<file path="config.mk">
export PLATFORM = sky130hd
export DESIGN_NAME = regdump_scanner
export DESIGN_NICKNAME = d
export VERILOG_FILES = /design/src/rtl/regdump_scanner_pkg.sv /design/src/rtl/regdump_scanner_out_reg.sv /design/src/rtl/regdump_scanner.sv
export SDC_FILE = /design/constraint.sdc
export NUM_CORES = 1
export LEC_CHECK = 0
export ABC_AREA = 1
export CAP_MARGIN = 5
export CORE_ASPECT_RATIO = 0.5
export CORE_MARGIN = 2
export CORE_UTILIZATION = 45
export CTS_BUF_LIST = sky130_fd_sc_hd__clkbuf_16
export CTS_CLUSTER_SIZE = 25
export DETAILED_ROUTE_END_ITERATION = 8
export PLACE_DENSITY = 0.81
export SYNTH_ARGS = -nofsm -noshare
export SYNTH_HDL_FRONTEND = slang
export SYNTH_HIERARCHICAL = 1
export SYNTH_SLANG_ARGS = --single-unit
export TNS_END_PERCENT = 10
</file>
<file path="constraint.sdc">
create_clock -name clk -period 2.56 [get_ports clk]
set_input_delay 0.64 -clock clk [delete_from_list [all_inputs] [get_ports clk]]
set_output_delay 0.64 -clock clk [all_outputs]
set_load 0.05 [all_outputs]
</file>
<file path="src/rtl/regdump_scanner_pkg.sv">
// regdump_scanner_pkg: shared types, defaults and helpers for the register-dump scanner.
// Revision 1.0
`default_nettype none

package regdump_scanner_pkg;

  typedef enum logic [1:0] {
    ST_IDLE   = 2'd0,
    ST_READ   = 2'd1,
    ST_SEND_A = 2'd2,
    ST_SEND_B = 2'd3
  } state_e;

  localparam int NREG_DEFAULT = 32;
  localparam int DW_DEFAULT   = 32;
  localparam int AW_DEFAULT   = 5;

  // The register file is only safe to walk while both read ports are open and loads are blocked.
  function automatic logic is_frozen(input logic a_en, input logic b_en, input logic ld_en);
    return a_en & b_en & ~ld_en;
  endfunction

endpackage

`default_nettype wire

</file>
<file path="src/rtl/regdump_scanner_out_reg.sv">
// regdump_scanner_out_reg: registered valid/ready output stage with stall-hold of data and index.
// Revision 1.0
`default_nettype none

module regdump_scanner_out_reg #(
  parameter int AW = 5,
  parameter int DW = 32
) (
  input  logic          clk,
  input  logic          rst,
  input  logic          load,
  input  logic          clear,
  input  logic [DW-1:0] load_data,
  input  logic [AW-1:0] load_idx,
  input  logic          out_ready,
  output logic [DW-1:0] out_data,
  output logic [AW-1:0] out_idx,
  output logic          out_valid
);

  logic [DW-1:0] data_q, data_d;
  logic [AW-1:0] idx_q, idx_d;
  logic          valid_q, valid_d;

  // A load in the same cycle as an accept replaces the word, so back-to-back words need no bubble.
  always_comb begin
    data_d  = data_q;
    idx_d   = idx_q;
    valid_d = valid_q;
    if (clear) begin
      valid_d = 1'b0;
    end else if (load) begin
      data_d  = load_data;
      idx_d   = load_idx;
      valid_d = 1'b1;
    end else if (valid_q && out_ready) begin
      valid_d = 1'b0;
    end
  end

  always_ff @(posedge clk) begin
    if (rst) begin
      data_q  <= '0;
      idx_q   <= '0;
      valid_q <= 1'b0;
    end else begin
      data_q  <= data_d;
      idx_q   <= idx_d;
      valid_q <= valid_d;
    end
  end

  assign out_data  = data_q;
  assign out_idx   = idx_q;
  assign out_valid = valid_q;

endmodule

`default_nettype wire

</file>
<file path="src/rtl/regdump_scanner.sv">
// regdump_scanner: walks a frozen register file pairwise (A=even, B=odd) and streams each word out.
// Revision 1.0
`default_nettype none

module regdump_scanner
  import regdump_scanner_pkg::*;
#(
  parameter int NREG = NREG_DEFAULT,
  parameter int AW   = AW_DEFAULT,
  parameter int DW   = DW_DEFAULT
) (
  input  logic          clk,
  input  logic          rst,
  input  logic          start,
  input  logic          a_en,
  input  logic          b_en,
  input  logic          ld_en,
  output logic [AW-1:0] ra_addr,
  output logic [AW-1:0] rb_addr,
  input  logic [DW-1:0] rd_a,
  input  logic [DW-1:0] rd_b,
  output logic [DW-1:0] out_data,
  output logic [AW-1:0] out_idx,
  output logic          out_valid,
  input  logic          out_ready,
  output logic          busy,
  output logic          done,
  output logic          abort
);

  localparam int             P_W    = AW - 1;
  localparam logic [P_W-1:0] P_LAST = P_W'(NREG / 2 - 1);

  state_e         state_q, state_d;
  logic [P_W-1:0] p_q, p_d;
  logic [DW-1:0]  b_h_q, b_h_d;
  logic           busy_q, busy_d;
  logic           done_q, done_d;
  logic           abort_q, abort_d;

  logic           frozen;
  logic           hs;
  logic           ld;
  logic           clr;
  logic [DW-1:0]  ld_data;
  logic [AW-1:0]  ld_idx;

  assign frozen  = is_frozen(a_en, b_en, ld_en);
  assign hs      = out_valid & out_ready;
  assign ra_addr = {p_q, 1'b0};
  assign rb_addr = {p_q, 1'b1};

  always_comb begin
    state_d = state_q;
    p_d     = p_q;
    b_h_d   = b_h_q;
    busy_d  = busy_q;
    done_d  = 1'b0;
    abort_d = 1'b0;
    ld      = 1'b0;
    clr     = 1'b0;
    ld_data = '0;
    ld_idx  = '0;
    // Losing the freeze cancels the walk outright; the partially sent pair is not resumed.
    if (state_q != ST_IDLE && !frozen) begin
      state_d = ST_IDLE;
      busy_d  = 1'b0;
      abort_d = 1'b1;
      clr     = 1'b1;
    end else begin
      case (state_q)
        ST_IDLE: begin
          if (start && frozen) begin
            state_d = ST_READ;
            busy_d  = 1'b1;
            p_d     = '0;
          end
        end
        ST_READ: begin
          b_h_d   = rd_b;
          ld      = 1'b1;
          ld_data = rd_a;
          ld_idx  = {p_q, 1'b0};
          state_d = ST_SEND_A;
        end
        ST_SEND_A: begin
          if (hs) begin
            ld      = 1'b1;
            ld_data = b_h_q;
            ld_idx  = {p_q, 1'b1};
            state_d = ST_SEND_B;
          end
        end
        ST_SEND_B: begin
          if (hs) begin
            if (p_q == P_LAST) begin
              state_d = ST_IDLE;
              busy_d  = 1'b0;
              done_d  = 1'b1;
            end else begin
              p_d     = p_q + P_W'(1);
              state_d = ST_READ;
            end
          end
        end
        default: begin
          state_d = ST_IDLE;
          busy_d  = 1'b0;
        end
      endcase
    end
  end

  always_ff @(posedge clk) begin
    if (rst) begin
      state_q <= ST_IDLE;
      p_q     <= '0;
      b_h_q   <= '0;
      busy_q  <= 1'b0;
      done_q  <= 1'b0;
      abort_q <= 1'b0;
    end else begin
      state_q <= state_d;
      p_q     <= p_d;
      b_h_q   <= b_h_d;
      busy_q  <= busy_d;
      done_q  <= done_d;
      abort_q <= abort_d;
    end
  end

  assign busy  = busy_q;
  assign done  = done_q;
  assign abort = abort_q;

  regdump_scanner_out_reg #(
    .AW (AW),
    .DW (DW)
  ) u_out_reg (
    .clk       (clk),
    .rst       (rst),
    .load      (ld),
    .clear     (clr),
    .load_data (ld_data),
    .load_idx  (ld_idx),
    .out_ready (out_ready),
    .out_data  (out_data),
    .out_idx   (out_idx),
    .out_valid (out_valid)
  );

endmodule

`default_nettype wire

</file>
==> results.rst, run 1 <==
.. list-table::
   :header-rows: 1

   * - Metric
     - Value
   * - Status
     - complete, no violations
   * - Register clock-pin slew on the reported worst setup and hold paths
     - 0.06 ns
   * - Global-route wire length before repair
     - 16,800 um
   * - Number of search-and-repair iterations in the first detailed-routing pass
     - 5
   * - End-of-flow core utilization
     - 0.642
   * - Data arrival at the endpoint of the critical path
     - 1.67 ns
   * - Kind of end point of the critical path
     - output port
   * - Net count, final
     - 778
   * - Worst Path Buf+Inv
     - 1
   * - Max H-tree Level
     - 3
   * - Unrepaired setup endpoints after global routing
     - no
   * - Syn_nets
     - 671
   * - Via count of the first global-routing pass
     - about 3.8k
   * - Gr usage total
     - 0.219
   * - Post-synth cell types
     - 28
   * - Number of DRC violations after detailed-routing iteration 0
     - 219
   * - Share of the synthesized area in the top cell type
     - 0.392
   * - Sequential-to-total area share from yosys stat
     - 0.392
   * - Ratio of cells with drive above 1 in the final layout
     - 0.123
   * - Peak supply drop
     - between 0.5 and 0.6 mV
   * - Worst Reg2Reg Path Length in Cells
     - 14
   * - Die area
     - 9790 um^2
   * - Fin. Hold Viols
     - 0
   * - Synthesized flop and latch total
     - 79
   * - Total cell area at the placement stage
     - 5220 um^2
   * - Final setup vio count
     - 0
   * - Area occupied by multi-input gates
     - 1960 um^2
   * - Antenna diode count
     - 0
   * - Number of setup buffers added after CTS
     - 0
   * - Final weighted congestion in routability-driven placement
     - just under 0.8
   * - Post-Route Skew
     - 0.00319 ns
   * - Max Fclk
     - 0.434 GHz
   * - Dominant cells by area after synthesis
     - dfxtp_1 39%, nand2_1 14%, nor2_1 13%
   * - Insertion delay to the later sink of the worst-skew pair
     - around 0.34 ns
   * - Starting density of the core
     - 0.464
   * - X dimension of the die
     - 138 um
   * - Warning count from the yosys run
     - 6
   * - Area used by sequential logic in the layout
     - ~1600 um^2
   * - Logic gate share of total power
     - 0.364
   * - Cell-by-cell listing of the critical path
     - clkdlybuf4s50_1
   * - Kind of cell adding the most delay to the critical path
     - buffers and inverters
   * - Area grow syn2layout
     - 38.6%
   * - Number of antenna-violating nets in the routed design
     - 0
   * - CTS tree
     - done
   * - Portion of total power attributed to sequential cells
     - 0.329
   * - Area of all placed cells without fillers
     - 5590 um^2
   * - Maximum number of pins on one net before global-route repair
     - 39
   * - DPL Wire Length
     - 6960 um
   * - Detailed-route vias per instance
     - 4.75
   * - Average footprint of a synthesized cell
     - 6.80 um^2
   * - Slew headroom
     - 0.645
   * - Cell type contributing the most total cell area after synthesis
     - dfxtp_1
   * - Net switching fraction of the power
     - 0.368
   * - Total I/O pin count
     - 122
   * - Cts bufs inserted
     - 9
   * - Vias
     - 3,908
   * - Worst min-delay path class
     - flip-flop to flip-flop
   * - Post-cts hold buffer count
     - 0
   * - CP Class
     - flip-flop to output port
   * - Required time of the critical path
     - 1.92 ns
   * - R2R Setup Slk
     - 0.34 ns
   * - Core area
     - about 8700 um^2
   * - Fillcell total
     - 786
   * - Placed Instances
     - 807
   * - Post-route clock period utilization
     - 0.901
   * - Cell leakage power
     - 2.22 nW
   * - Hold Crit Depth
     - 2
   * - Row Count
     - 24
   * - # clock sinks
     - 79
   * - Clock Root Buffer
     - clkbuf_16
   * - Clock period minus final worst setup slack
     - 2.31 ns
   * - Worst Setup Start Kind
     - flip-flop
   * - Synthesized instance count
     - 594
   * - Power share of the clock group
     - 0.307
   * - Antenna violations before repair
     - 0
   * - Worst hold slack across all endpoints
     - slightly below 0.5 ns
   * - Max-capacitance violation count
     - 0
   * - Actual slew at the worst max-slew pin
     - 0.531 ns
   * - Clock buffer depth
     - 2
   * - Die Y
     - 71.0 um
   * - Cells resized by post-CTS repair
     - 0
   * - Routed wire per std cell
     - 12.6 um
   * - Final wirelength
     - between 10,000 and 15,000 um
   * - Slowest stage cell, crit path
     - clkdlybuf4s50_1
   * - Instance count on the critical path
     - 1
   * - Pins Over Slew Limit
     - 0
   * - Internal power consumption
     - 3.24 mW
   * - Final global-route overflow total
     - 0
   * - Final non-filler cell total
     - 823
   * - Pwr/cell area
     - roughly 920 nW/um^2
   * - Switching component of the power
     - 1.89 mW
   * - Total Negative Setup Slacks
     - 0 ns
   * - Syn Std Cell Area
     - 4040 um^2
   * - Stage delay of the slowest cell on the critical path
     - 0.86 ns
   * - Critical-path maximum fanout
     - 8
   * - DRC Markers
     - 0
   * - Buffers added on ports
     - 119
[power by group through the flow]
stage | Sequential (mW) | Combinational (mW) | Clock (mW)
global route | 1.72 | 2.05 | 1.65
detailed placement | 1.71 | 1.85 | 0
floorplan | 1.95 | 1.12 | 0
global placement | 1.69 | 1.82 | 0
CTS | 1.69 | 1.87 | 1.60
finish | 1.69 | 1.87 | 1.57
[worst min-delay path, cell delays in order, from the launching register on]
cell	delay, ns
dfxtp_1	0.32
nor2_1	0.05
nor2_1	0.08
[stage by stage]
step	setup WS, ns	power (mW)
finish	0.253	5.13
global route	0.108	5.42
CTS	0.258	5.16
detailed placement	0.0339	3.56
global placement	0.0793	3.51
floorplan	0.502	3.08
[cell usage in the layout (no fill, tap or decap), drive strengths merged]
| cell | instances |
|---|---|
| nand4 | 1 |
| nor3b | 1 |
| bufinv | 4 |
| o21ai | 32 |
| clkinvlp | 1 |
| dfxtp | 79 |
| clkbuf | 9 |
| nand3 | 45 |
| buf | 13 |
| o21bai | 2 |
| nor2 | 162 |
| clkinv | 2 |
| clkdlybuf4s50 | 119 |
| nand3b | 1 |
| conb | 2 |
| inv | 58 |
| nand2 | 161 |
| ha | 6 |
| a21oi | 7 |
| nor3 | 1 |
[cell families (layout without fill, tap and decap cells)]
kind of cell,count (synthesis),after routing,synth area share
compound gates,41,41,0.0549
fa+ha+maj,6,6,0.0186
buf+inv,94,206,0.122
flops,79,79,0.392
other cells,2,2,0.00186
simple gates,372,372,0.410
[layer usage]
| metal | vias up | global-route usage | share of wire |
|---|---|---|---|
| met4 | 0 | 0.0805 | 0.017 |
| met1 | 1791 | 0.252 | 0.43 |
| met5 | - | 0 | 0 |
| li1 | 2004 | - | - |
| met2 | 95 | 0.398 | 0.51 |
| met3 | 18 | 0.0487 | 0.046 |
[worst paths after layout]
path,start,end
worst min-delay path,u_out_reg/out_idx[3],u_out_reg/out_idx[3]
worst min register to register,u_out_reg/out_idx[3],u_out_reg/out_idx[3]
worst max register to register,state_q[0],u_out_reg/out_data[7]
worst max-delay path,p_q[2],ra_addr[3]
[flip-flops by register name, summed over array words and instances (netlist names)]
| signal | count |
|---|---|
| busy | 1 |
| p_q | 4 |
| u_out_reg/out_data | 32 |
| state_q | 2 |
| done | 1 |
| abort | 1 |
| b_h_q | 32 |
| u_out_reg/out_valid | 1 |
| u_out_reg/out_idx | 5 |
[synth_stat cells]
library cell  instances
nor2_1              140
buf_4                15
ha_1                  6
buf_6                 8
dfxtp_1              79
nand2_1             150
o21bai_1              1
buf_2                 5
a21oi_1               7
conb_1                2
inv_1                53
nand2_4               1
buf_1                 1
inv_2                 4
nor3b_1               1
nand3_2              19
clkbuf_1              6
nand3b_1              1
nor2_2               20
nand4_1               1
nor2_4                2
nor3_1                1
inv_4                 1
buf_12                1
o21ai_0              32
o21bai_4              1
nand3_1              26
nand2_2              10
[cell type report]
| type | instances | area share |
|---|---|---|
| Timing Repair Buffer | 132 | 0.235 |
| Clock buffer | 9 | 0.0403 |
| Inverter | 58 | 0.0394 |
| Tap cell | 117 | 0.0262 |
| Multi-Input combinational cell | 421 | 0.351 |
| Clock inverter | 7 | 0.0260 |
| Sequential cell | 79 | 0.283 |
(Power assumes the default switching activity.)
==> inputs of run 2 (changes only) <==
--- a/config.mk
+++ b/config.mk
@@ -11,7 +11,8 @@
 export CORE_MARGIN = 2
 export CORE_UTILIZATION = 45
 export CTS_BUF_LIST = sky130_fd_sc_hd__clkbuf_16
-export CTS_CLUSTER_SIZE = 25
+export CTS_CLUSTER_DIAMETER = 120
+export CTS_CLUSTER_SIZE = 10
 export DETAILED_ROUTE_END_ITERATION = 8
 export PLACE_DENSITY = 0.81
 export SYNTH_ARGS = -nofsm -noshare
==> results of run 2 <==
Same layout as run 1: the final DEF is identical, and so are final timing and power.
